[src/rtl/dlfloat_dot_acc_if.sv]
// Operand and result stream bundle for dlfloat_dot_acc.
// The slave side is the dot-product engine, the master side is its driver.
interface dlfloat_dot_acc_if #(
  parameter int CNT_W = 5
);
  logic             in_valid;
  logic             in_ready;
  logic [15:0]      in_a;
  logic [15:0]      in_b;
  logic             in_last;
  logic             out_valid;
  logic             out_ready;
  logic [15:0]      out_data;
  logic [CNT_W-1:0] out_count;
  logic             out_ovf;

  modport master (
    output in_valid, in_a, in_b, in_last, out_ready,
    input  in_ready, out_valid, out_data, out_count, out_ovf
  );

  modport slave (
    input  in_valid, in_a, in_b, in_last, out_ready,
    output in_ready, out_valid, out_data, out_count, out_ovf
  );
endinterface

[src/rtl/dlfloat_dot_acc.sv]
// Streaming DLFloat16 dot-product: multiply each operand pair, accumulate one sum per vector.
// Define DLF_ROUND_RNE_EN for round-to-nearest-even; default build truncates toward zero.
module dlfloat_dot_acc #(
  parameter int VEC_LEN = 16,
  parameter int CNT_W   = $clog2(VEC_LEN + 1)
) (
  input  logic             clk,
  input  logic             rst_n,
  dlfloat_dot_acc_if.slave bus
);

`ifdef DLF_ROUND_RNE_EN
  localparam bit RNE = 1'b1;
`else
  localparam bit RNE = 1'b0;
`endif

  localparam logic [1:0] IDLE  = 2'd0;
  localparam logic [1:0] RUN   = 2'd1;
  localparam logic [1:0] FLUSH = 2'd2;
  localparam logic [1:0] HOLD  = 2'd3;

  // Returns {ovf, value}; underflow is judged on the pre-rounding exponent.
  function automatic logic [16:0] round_sat(input logic s, input logic signed [8:0] e,
                                            input logic [8:0] m, input logic g, input logic rs);
    logic [9:0]        mr;
    logic signed [8:0] er;
    if (e < 9'sd1) return 17'd0;
    mr = {1'b0, m} + {9'd0, RNE & g & (rs | m[0])};
    er = mr[9] ? e + 9'sd1 : e;
    if (er > 9'sd63) return {1'b1, s, 15'h7FFF};
    return {1'b0, s, er[5:0], mr[8:0]};
  endfunction

  function automatic logic [16:0] fp_mul(input logic [15:0] a, input logic [15:0] b);
    logic [19:0]       pr;
    logic signed [8:0] e;
    logic [8:0]        m;
    logic              g;
    logic              rs;
    if (a[14:9] == 6'd0 || b[14:9] == 6'd0) return 17'd0;
    pr = 20'({1'b1, a[8:0]}) * 20'({1'b1, b[8:0]});
    e  = $signed({3'b000, a[14:9]}) + $signed({3'b000, b[14:9]}) - 9'sd31
       + $signed({8'd0, pr[19]});
    if (pr[19]) begin
      m = pr[18:10]; g = pr[9]; rs = |pr[8:0];
    end else begin
      m = pr[17:9];  g = pr[8]; rs = |pr[7:0];
    end
    return round_sat(a[15] ^ b[15], e, m, g, rs);
  endfunction

  // Aligned operand keeps guard, round and a jammed sticky bit below the mantissa.
  function automatic logic [16:0] fp_add(input logic [15:0] x, input logic [15:0] y);
    logic [15:0]       big;
    logic [15:0]       sml;
    logic [5:0]        d;
    logic [25:0]       sh;
    logic [12:0]       ab;
    logic [12:0]       al;
    logic [13:0]       s14;
    logic [13:0]       n14;
    logic [3:0]        p;
    logic signed [8:0] e;
    if (x[14:9] == 6'd0) return {1'b0, y};
    if (y[14:9] == 6'd0) return {1'b0, x};
    if (x[14:0] >= y[14:0]) begin
      big = x; sml = y;
    end else begin
      big = y; sml = x;
    end
    d   = big[14:9] - sml[14:9];
    ab  = {1'b1, big[8:0], 3'b000};
    sh  = {1'b1, sml[8:0], 16'd0} >> d;
    al  = (d > 6'd13) ? 13'd1 : {sh[25:14], sh[13] | (|sh[12:0])};
    s14 = (big[15] ^ sml[15]) ? ({1'b0, ab} - {1'b0, al}) : ({1'b0, ab} + {1'b0, al});
    p   = 4'd0;
    for (int i = 0; i < 14; i++) if (s14[i]) p = 4'(i);
    n14 = s14 << (4'd13 - p);
    if (!n14[13]) return 17'd0;
    e = $signed({3'b000, big[14:9]}) + $signed({5'b00000, p}) - 9'sd12;
    return round_sat(big[15], e, n14[12:4], n14[3], |n14[2:0]);
  endfunction

  logic [1:0]       state;
  logic             run_en;
  logic             vld_p1;
  logic             povf_p1;
  logic [15:0]      prod_p1;
  logic [15:0]      acc_p2;
  logic             ovf_p2;
  logic [CNT_W-1:0] cnt;
  logic [CNT_W-1:0] cnt_nxt;
  logic             accept;
  logic             close_vec;
  logic [16:0]      mul_r;
  logic [16:0]      add_r;

  assign bus.in_ready  = run_en && (state == IDLE || state == RUN);
  assign accept        = bus.in_valid && bus.in_ready;
  assign cnt_nxt       = cnt + CNT_W'(1);
  assign mul_r         = fp_mul(bus.in_a, bus.in_b);
  assign add_r         = fp_add(acc_p2, prod_p1);
  assign bus.out_valid = (state == HOLD);
  assign bus.out_data  = acc_p2;
  assign bus.out_count = cnt;
  assign bus.out_ovf   = ovf_p2;

  always_comb begin
    close_vec = 1'b0;
    if (state == IDLE) close_vec = bus.in_last || (VEC_LEN == 1);
    else               close_vec = bus.in_last || (cnt_nxt == CNT_W'(VEC_LEN));
  end

  always_ff @(posedge clk or negedge rst_n) begin
    if (!rst_n) begin
      state   <= IDLE;
      run_en  <= 1'b0;
      vld_p1  <= 1'b0;
      povf_p1 <= 1'b0;
      prod_p1 <= 16'd0;
      acc_p2  <= 16'd0;
      ovf_p2  <= 1'b0;
      cnt     <= '0;
    end else begin
      run_en <= 1'b1;
      // S1: product register
      vld_p1 <= accept;
      if (accept) begin
        prod_p1 <= mul_r[15:0];
        povf_p1 <= mul_r[16];
      end
      // S2: accumulator, cleared by the first beat of a vector
      if (accept && state == IDLE) begin
        acc_p2 <= 16'd0;
        ovf_p2 <= 1'b0;
      end else if (vld_p1) begin
        acc_p2 <= add_r[15:0];
        ovf_p2 <= ovf_p2 | povf_p1 | add_r[16];
      end
      if (accept) cnt <= (state == IDLE) ? CNT_W'(1) : cnt_nxt;
      case (state)
        IDLE, RUN: if (accept) state <= close_vec ? FLUSH : RUN;
        FLUSH:     state <= HOLD;
        HOLD:      if (bus.out_ready) state <= IDLE;
        default:   state <= IDLE;
      endcase
    end
  end

endmodule

[src/flat_wrapper.sv]
// flat-port wrapper written by rule: the top's interface ports become plain ports
module dlfloat_dot_acc_flat 
#(
  parameter int VEC_LEN = 16,
  parameter int CNT_W   = $clog2(VEC_LEN + 1)
)
  (clk, rst_n, bus_in_valid, bus_in_a, bus_in_b, bus_in_last, bus_out_ready, bus_in_ready, bus_out_valid, bus_out_data, bus_out_count, bus_out_ovf);
  dlfloat_dot_acc_if #(.CNT_W(CNT_W)) bus_i ();
  input  logic clk;
  input  logic rst_n;
  input wire logic [$bits(bus_i.in_valid)-1:0] bus_in_valid;
  input wire logic [$bits(bus_i.in_a)-1:0] bus_in_a;
  input wire logic [$bits(bus_i.in_b)-1:0] bus_in_b;
  input wire logic [$bits(bus_i.in_last)-1:0] bus_in_last;
  input wire logic [$bits(bus_i.out_ready)-1:0] bus_out_ready;
  output wire logic [$bits(bus_i.in_ready)-1:0] bus_in_ready;
  output wire logic [$bits(bus_i.out_valid)-1:0] bus_out_valid;
  output wire logic [$bits(bus_i.out_data)-1:0] bus_out_data;
  output wire logic [$bits(bus_i.out_count)-1:0] bus_out_count;
  output wire logic [$bits(bus_i.out_ovf)-1:0] bus_out_ovf;
  assign bus_i.in_valid = bus_in_valid;
  assign bus_i.in_a = bus_in_a;
  assign bus_i.in_b = bus_in_b;
  assign bus_i.in_last = bus_in_last;
  assign bus_i.out_ready = bus_out_ready;
  assign bus_in_ready = bus_i.in_ready;
  assign bus_out_valid = bus_i.out_valid;
  assign bus_out_data = bus_i.out_data;
  assign bus_out_count = bus_i.out_count;
  assign bus_out_ovf = bus_i.out_ovf;
  dlfloat_dot_acc #(.VEC_LEN(VEC_LEN), .CNT_W(CNT_W)) u_core (.clk(clk), .rst_n(rst_n), .bus(bus_i));
endmodule
[config.mk]
export PLATFORM = sky130hd
export DESIGN_NAME = dlfloat_dot_acc_flat
export DESIGN_NICKNAME = d
export VERILOG_FILES = /design/src/rtl/dlfloat_dot_acc_if.sv /design/src/rtl/dlfloat_dot_acc.sv /design/src/flat_wrapper.sv
export SDC_FILE = /design/constraint.sdc
export NUM_CORES = 1
export LEC_CHECK = 0
export ABC_CLOCK_PERIOD_IN_PS = 20700
export BUFFER_PORTS_ARGS = -buffer_cell sky130_fd_sc_hd__buf_2
export CORE_ASPECT_RATIO = 1.5
export CORE_MARGIN = 4
export CORE_UTILIZATION = 45
export CTS_BUF_LIST = sky130_fd_sc_hd__clkbuf_4 sky130_fd_sc_hd__clkbuf_8
export DETAILED_ROUTE_END_ITERATION = 10
export PLACE_DENSITY = 0.68
export SLEW_MARGIN = 20
export SYNTH_ARGS = -nofsm -noshare
export SYNTH_HDL_FRONTEND = slang
export SYNTH_SLANG_ARGS = --single-unit
[constraint.sdc]
create_clock -name clk -period 20.7 [get_ports clk]
set_input_delay 2.07 -clock clk [delete_from_list [all_inputs] [get_ports clk]]
set_output_delay 2.07 -clock clk [all_outputs]
set_load 0.1 [all_outputs]
### Yosys cells after proc, flatten, opt, wreduce, memory -nomap -nowiden

Cells that the tools add are included.

* add/subtract/negate cells: 10
* multipliers: 1
* $lt $le $gt $ge: 6
* equality and inequality tests: 6
* shift-type cells: 2
* muxes and demuxes: 71
* bitwise operators: 5
* reduce and logical (&&, ||, !) cells: 15

Operators with widths (count)
* $mux 17: 16
* $mux 16: 8
* $mux 4: 8
* $shr 26x6->26: 1
* $mux 1: 25
* $logic_not 6->1: 4
* $mul 10x10->20: 1
* $gt 9x7->1 const B: 2
* $lt 9x2->1 const B: 2
* $ge 15x15->1: 1
* $add 13x13->14: 1
* $mux 14: 1
* $shl 14x4->14: 1
* $sub 13x13->14: 1
* $mux 13: 1
* $reduce_or 13->1: 1
* $mux 3: 4
* $mux 2: 5
* $add 9x2->9: 1
* $mux 9: 1
* $sub 9x5->9 const B: 1
* $sub 9x6->9 const B: 1
* $add 6x4->7: 1
* $add 6x6->7: 1
* 19 further kinds: 27

* register bits: 43
* input port bits: 37
* logic and storage cells: 124

### Depth between registers and ports, before layout

Gate-level depths: netlist of run 1.

* word-level depth: 47
* depth in mapped cells: 57
* mapped depth without buffers: 50

### Worst setup path after synthesis of run 1

OpenSTA, ideal clock, no wires.

* path kind: register to register
* start: register u_core.acc_p2[13], in the netlist u_core.bus.out_data[13]
* end: register u_core.acc_p2[3], in the netlist u_core.bus.out_data[3]
* setup time: 0.136 ns
* data arrival time: 10.366 ns
* data required time: 20.564 ns
* path slack: 10.198 ns
* cell stages (with the launch flop): 53
* path buffers: 9
* cell sequence: dfrtp_1 ha_1 buf_4 nand4_1 nor4_2 a211oi_2 nand2_1 clkbuf_1 clkbuf_1 clkbuf_1 a21oi_1 ha_1 clkbuf_1 clkbuf_1 mux2i_1 nor3_1 a21oi_1 mux2_2 [... 17 more ...] and2_1 buf_2 ha_1 a21o_1 a21oi_1 o21bai_1 nand2_1 xnor2_1 o21ai_0 xor2_1 nor3b_1 nand3_1 o21ai_0 a221oi_1 a31oi_1 clkbuf_1 a2111oi_0 nor3_1

* longest elaborated chain between the ends: 41
* elaborated cells on any way between the ends: 61
* classes of those cells: 6 x add/sub; 4 x order compare; 2 x shift; 45 x mux; 2 x bitwise; 2 x reduce/logical

Ends and longest elaborated chain
* start, declared: line dlfloat_dot_acc.sv:90 `logic [15:0] acc_p2;`
* start signal, assigned: line dlfloat_dot_acc.sv:138 `acc_p2 <= add_r[15:0];`
* $ge 15x15->1: line dlfloat_dot_acc.sv:67 `if (x[14:0] >= y[14:0]) begin`
* $mux 16 (2 in a row): line dlfloat_dot_acc.sv:67
* $mux 16: line dlfloat_dot_acc.sv:66 `if (y[14:9] == 6'd0) return {1'b0, x};`
* $sub 6x6->6: line dlfloat_dot_acc.sv:72 `d = big[14:9] - sml[14:9];`
* $shr 26x6->26: line dlfloat_dot_acc.sv:74 `sh = {1'b1, sml[8:0], 16'd0} >> d;`
* $reduce_or 13->1: line dlfloat_dot_acc.sv:75 `al = (d > 6'd13) ? 13'd1 : {sh[25:14], sh[13] | (|sh[12:0])};`
* $or 1x1->1: line dlfloat_dot_acc.sv:75
* $mux 13: line dlfloat_dot_acc.sv:75
* [... 24 more ...]
* $mux 1: line dlfloat_dot_acc.sv:66
* $mux 17: line dlfloat_dot_acc.sv:32 `return {1'b0, s, er[5:0], mr[8:0]};`
* $mux 17: line dlfloat_dot_acc.sv:29 `mr = {1'b0, m} + {9'd0, RNE & g & (rs | m[0])};`
* $mux 17: line dlfloat_dot_acc.sv:81 `e = $signed({3'b000, big[14:9]}) + $signed({5'b00000, p}) - 9'sd12;`
* $mux 17: line dlfloat_dot_acc.sv:67
* $mux 17 (*): line dlfloat_dot_acc.sv:66
* $mux 16 (*): line dlfloat_dot_acc.sv:137 `end else if (vld_p1) begin`
* $mux 16 (*): line dlfloat_dot_acc.sv:134 `if (accept && state == IDLE) begin`

Every way passes the cells marked *; elsewhere a longest branch is shown, timed or not. The select of a mux whose other input is x is not followed.
A chain may end at the register's enable or synchronous reset.

### Worst setup path in the final report of run 1

* start: register u_core.prod_p1[9]
* end: register u_core.acc_p2[3], in the netlist u_core.bus.out_data[3]

* longest elaborated chain between the ends: 41
* elaborated cells on any way between the ends: 63
* classes of those cells: 6 x add/sub; 4 x order compare; 2 x shift; 47 x mux; 2 x bitwise; 2 x reduce/logical

Ends and longest elaborated chain
* start, declared: line dlfloat_dot_acc.sv:89 `logic [15:0] prod_p1;`
* start signal, assigned: line dlfloat_dot_acc.sv:130 `prod_p1 <= mul_r[15:0];`
* $ge 15x15->1: line dlfloat_dot_acc.sv:67
* $mux 16 (2 in a row): line dlfloat_dot_acc.sv:67
* $mux 16: line dlfloat_dot_acc.sv:66
* $sub 6x6->6: line dlfloat_dot_acc.sv:72
* $shr 26x6->26: line dlfloat_dot_acc.sv:74
* $reduce_or 13->1: line dlfloat_dot_acc.sv:75
* $or 1x1->1: line dlfloat_dot_acc.sv:75
* $mux 13: line dlfloat_dot_acc.sv:75
* [... 24 more ...]
* $mux 1: line dlfloat_dot_acc.sv:66
* $mux 17: line dlfloat_dot_acc.sv:32
* $mux 17: line dlfloat_dot_acc.sv:29
* $mux 17: line dlfloat_dot_acc.sv:81
* $mux 17 (*): line dlfloat_dot_acc.sv:67
* $mux 17 (*): line dlfloat_dot_acc.sv:66
* $mux 16 (*): line dlfloat_dot_acc.sv:137
* $mux 16 (*): line dlfloat_dot_acc.sv:134

Marked as above.

==> impl_metrics.csv, run 1 <==
group,metric,value,unit
worst_setup_path,rrSetupSlack,9600,ps
route,drt-vias-per-instance,6.09,
placed_design,dpl.hpwl,22800,µm
cts,cts_max_path_buffers,2,
hold_path,hold_path.class,"flop to flop",
cts,cts_buffers,5,
sta,finalCritPeriodShare,53.6,%
global_route,grt_max_degree,44,
route,drtIter0Drc,580,
worst_setup_path,crit_path_top_delay_cell,"ha_1",
cts,ctsHoldBuffers,0,
sta,setup_tns,0,ps
route,finalWirelength,27600,µm
die,chipWidth,126,µm
worst_setup_path,worstPathArrival,11270,ps
worst_setup_path,r2r-start,"u_core.prod_p1[9]",
die,num_rows,64,
die,start_util,46.0,%
route,final_antenna_net_count,0,
die,dieArea,23400,µm²
sta,rsz0062_at_grt,"no",
global_route,grt_antenna_before_repair,0,
sta,worstMarginPinSlew,972,ps
finish,fill_cells,2106,
logic_synthesis,yosysSeqAreaShare,11.4,%
route,drcViolationCount,0,
logic_synthesis,synth-async-reset-ratio,100,%
worst_setup_path,cp_max_fo,32,
logic_synthesis,synth_edf_count,0,
worst_setup_path,cp.required,20880,ps
route,num_vias,9033,
sta,hold_viol,0,
logic_synthesis,yosysWarnings,0,
logic_synthesis,syn_inst,1193,
die,fp.dieH,185,µm
hold_path,hp-start,"u_core.povf_p1",
sta,setup_viol,0,
finish,diodes,0,
sta,slew_headroom,35.2,%
finish,fin_nets,1423,
global_route,overflow,0,
worst_setup_path,critPathLaunch,"u_core.prod_p1[9]",
cts,ctsRootBufferMaster,"clkbuf_8",
logic_synthesis,ys.flop_type,"dfrtp_1",
finish,drive_gt1_share,10.1,%
worst_setup_path,endpoint_kind,"flop",
run_status,status,"completed",
cts,clkSlewWorstSetupHoldPaths,90,ps
worst_setup_path,reg2reg_depth,40,
sta,maxSlewViolCount,0,
worst_setup_path,critPathTopFamily,"compound AO/OA/AOI/OAI gates",
hold_path,hold_depth,1,
global_route,grt_pass1_wl,45400,µm
cts,post_cts_buffers,0,
sta,fmax,0.0901,GHz
route,wl_per_cell,18.6,µm
placed_design,gp_congestion,0.962,
finish,final_cell_mix,"112 x inv_1, 107 x nand2_1, 103 x ha_1",
flow_run,max_cap_violations,0,
sta,fin_skew,8.02,ps
cts,cts_resized,0,
worst_setup_path,cpPeakStageDelay,790,ps
logic_synthesis,synth_area,9430,µm²
die,boundaryPins,61,
worst_setup_path,r2r_end,"u_core.bus.out_data[3]",
global_route,grt.total_usage,23.6,%
worst_setup_path,crit_top_cell,"ha_1",
logic_synthesis,syn_nets,1397,
logic_synthesis,ys_types,89,
placed_design,port_buffers,60,
finish,area_growth,6.49,%
cts,clock-sinks,43,
logic_synthesis,synth_area_per_cell,7.90,µm²
die,fp.coreArea,20500,µm²
route,dr.pass1.iters,5,
sta,min_period,11100,ps
hold_path,min_to,"u_core.povf_p1",
worst_setup_path,worstSetupStartpointType,"flop",
finish,layout_commonest_cell,"inv_1",
global_route,first_global_vias,9085,
cts,htreeDepth,2,
cts,clk_latency,310,ps
worst_setup_path,path_class,"flop to flop",
worst_setup_path,path_buf_inv,4,
cts,cts_tree,"yes",
logic_synthesis,synth_seq_cells,43,
per-stage QoR:
| step | worst slack [ps] | cells | hold slack, ps | area (µm²) | util, % |
|---|---|---|---|---|---|
| after global placement | 10080 | 1476 | 464 | 9900 | 48.3 |
| after detailed placement | 9860 | 1476 | 468 | 9900 | 48.3 |
| after CTS | 9820 | 1484 | 487 | 10000 | 48.9 |
| after floorplan | 10200 | 1193 | 442 | 9430 | - |
| after global routing | 8720 | 1484 | 503 | 10000 | 49.0 |
| final | 9600 | 1484 | 483 | 10000 | 49.0 |
metal layers:
| metal | routed length, µm | global-route usage [%] |
|---|---|---|
| met1 | 10200 | 25.1 |
| met2 | 14400 | 44.9 |
| met3 | 1180 | 2.31 |
| met4 | 1780 | 13.5 |
| met5 | 0 | 0 |
state kept, by name (all words and copies together), names as in the netlist:
name and count:
u_core.run_en 1, u_core.state 2, u_core.povf_p1 1, u_core.bus.out_count 5, u_core.prod_p1 16, u_core.bus.out_data 16
u_core.bus.out_ovf 1, u_core.vld_p1 1
worst max path at each step:
stage | end | slack [ps] | cells past startpoint
after floorplan | u_core.bus.out_data[3] | 10200 | 52
after global placement | u_core.bus.out_data[4] | 10080 | 45
after detailed placement | u_core.bus.out_data[3] | 9860 | 42
after CTS | u_core.bus.out_data[3] | 9820 | 46
after global routing | u_core.bus.out_data[3] | 8720 | 43
final | u_core.bus.out_data[3] | 9600 | 40
area by class of cell:
class | count | area, µm² | share of cell area (%)
clock buffers | 5 | 68.8 | 0.685
well taps | 264 | 330 | 3.29
inverters | 115 | 435 | 4.34
multi-input cells | 989 | 7720 | 76.9
repair buffers | 65 | 340 | 3.39
clock inverters | 3 | 67.6 | 0.673
flip-flops and latches | 43 | 1080 | 10.7
cell usage after synthesis, types with 19 or more instances:
library cell	instances	area [µm²]
o21ai_0	64	320
fa_1	64	1280
dfrtp_1	43	1080
a21oi_1	69	345
ha_1	103	1290
clkbuf_1	33	124
nor3_1	25	125
xnor2_1	20	175
and2_1	60	375
nand3_1	40	200
a21o_1	25	188
inv_1	112	420
nor2_1	73	274
nand2_1	107	402
o211ai_1	19	143
o21ai_1	22	110
cells by family (layout without fill, tap and decap cells):
| group | after synthesis | in the layout | synth area share (%) |
|---|---|---|---|
| AND/OR/NAND/NOR | 409 | 409 | 22.5 |
| AO/OA/AOI/OAI | 353 | 353 | 25.9 |
| adder cells (fa/ha/maj) | 167 | 167 | 27.3 |
| buffers and inverters | 161 | 188 | 6.85 |
| flip-flops | 43 | 43 | 11.4 |
| XOR/XNOR | 34 | 34 | 3.16 |
| multiplexers | 25 | 25 | 2.92 |
| other | 1 | 1 | 0.0398 |
Power of run 1 is not shown: default switching activity piles up to over one toggle a cycle in this logic, so the estimate is an artifact.
==> run 2, diff against run 1 <==
--- a/config.mk
+++ b/config.mk
@@ -5,14 +5,15 @@
 export SDC_FILE = /design/constraint.sdc
 export NUM_CORES = 1
 export LEC_CHECK = 0
-export ABC_CLOCK_PERIOD_IN_PS = 20700
+export ABC_AREA = 1
+export ABC_CLOCK_PERIOD_IN_PS = 10160
 export BUFFER_PORTS_ARGS = -buffer_cell sky130_fd_sc_hd__buf_2
 export CORE_ASPECT_RATIO = 1.5
 export CORE_MARGIN = 4
 export CORE_UTILIZATION = 45
 export CTS_BUF_LIST = sky130_fd_sc_hd__clkbuf_4 sky130_fd_sc_hd__clkbuf_8
 export DETAILED_ROUTE_END_ITERATION = 10
-export PLACE_DENSITY = 0.68
+export PLACE_DENSITY = 0.7
 export SLEW_MARGIN = 20
 export SYNTH_ARGS = -nofsm -noshare
 export SYNTH_HDL_FRONTEND = slang
==> constraint.sdc (replaced) <==
create_clock -name clk -period 10.16 [get_ports clk]
set_input_delay 1.016 -clock clk [delete_from_list [all_inputs] [get_ports clk]]
set_output_delay 1.016 -clock clk [all_outputs]
set_load 0.1 [all_outputs]
==> run 2 against run 1 <==
- cell area about the same
- hold slack improved by 39 ps
- non-clock buffer count down 3
- fmax is 21% higher
==> impl_metrics.csv, run 2 <==
group,metric,value,unit
cts,cts_max_path_buffers,2,
logic_synthesis,synth_area_per_cell,6.42,µm²
sta,setup_viol,0,
logic_synthesis,yosysMostFrequentCell,"nand2_1",
finish,final-seq-area,1080,µm²
worst_setup_path,endpoint_kind,"flop",
route,num_vias,9403,
sta,fin_skew,6.59,ps
sta,hold_viol,0,
sta,finalCritPeriodShare,90.0,%
logic_synthesis,syn_nets,1682,
cts,cts_tree,"yes",
logic_synthesis,synth.area.top_cells,"nand2_1 18%, ha_1 14%, fa_1 14%",
flow_run,max_cap_violations,0,
sta,fmax,0.109,GHz
placed_design,dpl.hpwl,21400,µm
worst_setup_path,cp_max_fo,19,
worst_setup_path,crit_path_top_delay_cell,"ha_1",
global_route,overflow,0,
worst_setup_path,r2r-start,"u_core.bus.out_data[11]",
placed_design,place_inst,1752,
finish,final_cell_mix,"463 x nand2_1, 239 x inv_1, 148 x nand3_1",
finish,layout_commonest_cell,"nand2_1",
worst_setup_path,cpPeakStageDelay,480,ps
worst_setup_path,path_class,"flop to flop",
sta,min_period,9140,ps
placed_design,port_buffers,60,
die,num_rows,64,
worst_setup_path,cp.required,10360,ps
die,start_util,46.1,%
logic_synthesis,yosysTopAreaCellShare,18.4,%
sta,maxSlewViolCount,0,
route,drtIter0Drc,537,
logic_synthesis,syn_inst,1478,
worst_setup_path,worstSetupStartpointType,"flop",
sta,setup_tns,0,ps
cts,ctsRootBufferMaster,"clkbuf_8",
logic_synthesis,yosysSeqAreaShare,11.3,%
die,fp.dieH,186,µm
route,wl_per_cell,14.7,µm
sta,rsz0062_at_grt,"no",
global_route,grt_antenna_before_repair,0,
logic_synthesis,synth_seq_cells,43,
route,drcViolationCount,0,
global_route,grt.total_usage,22.0,%
hold_path,hp-start,"u_core.povf_p1",
placed_design,placed_cell_area,9860,µm²
finish,area_growth,5.84,%
cts,clkSlewWorstSetupHoldPaths,90,ps
cts,post_cts_buffers,0,
sta,slew_headroom,23.4,%
finish,fill_cells,2107,
finish,drive_gt1_share,10.1,%
cts,cts_buffers,5,
logic_synthesis,synth_common_cells,"464 x nand2_1, 240 x inv_1, 148 x nand3_1, 103 x ha_1, 66 x nor2_1",
finish,diodes,0,
placed_design,place_ws,653,ps
placed_design,gp_congestion,1.01,
logic_synthesis,synth_area,9490,µm²
route,dr.pass1.iters,6,
hold_path,hold_path.class,"flop to flop",
global_route,grt_max_degree,44,
finish,fin_nets,1701,
finish,multi_input_area,7230,µm²
global_route,grt_pass1_wl,43400,µm
die,chipWidth,127,µm
logic_synthesis,ys_types,56,
logic_synthesis,synth_edf_count,0,
logic_synthesis,ys.flop_type,"dfrtp_1",
global_route,first_global_vias,9230,
finish,final_cell_area,10000,µm²
sta,layout_setup_ws,1020,ps
logic_synthesis,yosysTopAreaCell,"nand2_1",
route,finalWirelength,25900,µm
cts,htreeDepth,2,
die,fp.coreArea,20600,µm²
die,boundaryPins,61,
route,final_antenna_net_count,0,
die,dieArea,23500,µm²
sta,worstMarginPinSlew,1140,ps
run_status,status,"completed",
finish,final_cell_count_no_fill,1762,
cts,clock-sinks,43,
logic_synthesis,yosysWarnings,0,
cts,clk_latency,300,ps
logic_synthesis,synth-async-reset-ratio,100,%
route,drt-vias-per-instance,5.34,
worst_setup_path,critPathLaunch,"u_core.bus.out_data[11]",
worst_setup_path,worstPathArrival,9340,ps
-- run 2: final cells by class --
cell class | count | share of cell area [%]
clock buffers | 5 | 0.685
clock inverters | 3 | 0.710
inverters | 250 | 9.35
multi-input cells | 1135 | 72.0
flip-flops and latches | 43 | 10.7
well taps | 264 | 3.29
repair buffers | 62 | 3.27
-- run 2: metrics by stage --
stage          util, %  hold slack, ps
2_1_floorplan        -             454
3_3_place_gp      47.9             488
3_5_place_dp      47.9             504
4_1_cts           48.6             530
5_1_grt           48.8             582
6_report          48.8             523
-- run 2: cells by family (layout without fill, tap and decap cells) --
group                    count (synthesis)  count (layout)  synth area share [%]
XOR/XNOR                                31              31                  2.86
AO/OA/AOI/OAI                          155             155                  9.29
other                                    1               1                0.0395
buffers and inverters                  301             320                  12.7
flip-flops                              43              43                  11.3
adder cells (fa/ha/maj)                167             167                  27.1
AND/OR/NAND/NOR                        779             780                  36.6
multiplexers                             1               1                 0.119
-- run 2: path summary, 6_finish.rpt --
path | to | slack [ps] | cells after the start
worst max-delay path | u_core.bus.out_data[9] | 1020 | 55
worst min-delay path | u_core.povf_p1 | 520 | 2
worst max register to register | u_core.bus.out_data[9] | 1020 | 55
worst min register to register | u_core.povf_p1 | 520 | 2
max in group asynchronous | u_core.prod_p1[1] | 9080 | 2
min in group asynchronous | u_core.state[1] | 600 | 1
-- run 2: worst max-delay path: cells and delay by family (launching register included) --
family / cells / cell delay [ps]
xor+xnor: 3 / 820
compound gates: 8 / 1260
flops: 1 / 460
fa+ha+maj: 5 / 1640
buf+inv: 12 / 1040
simple gates: 27 / 3790
-- run 2: per-layer routing --
| metal | vias to the layer above | GRT usage [%] | share of wire [%] |
|---|---|---|---|
| met3 | 61 | 1.41 | 4.1 |
| met2 | 293 | 42.3 | 53 |
| met5 | - | 0 | 0 |
| met4 | 0 | 7.86 | 3.1 |
| met1 | 4354 | 25.5 | 40 |
| li1 | 4695 | - | - |
-- run 2: timing repair --
action,4_1_cts,5_1_grt
setup endpoints to repair,0,17
gates resized for setup,0,6
hold buffers,0,0
Power of run 2 is left out for the same reason.
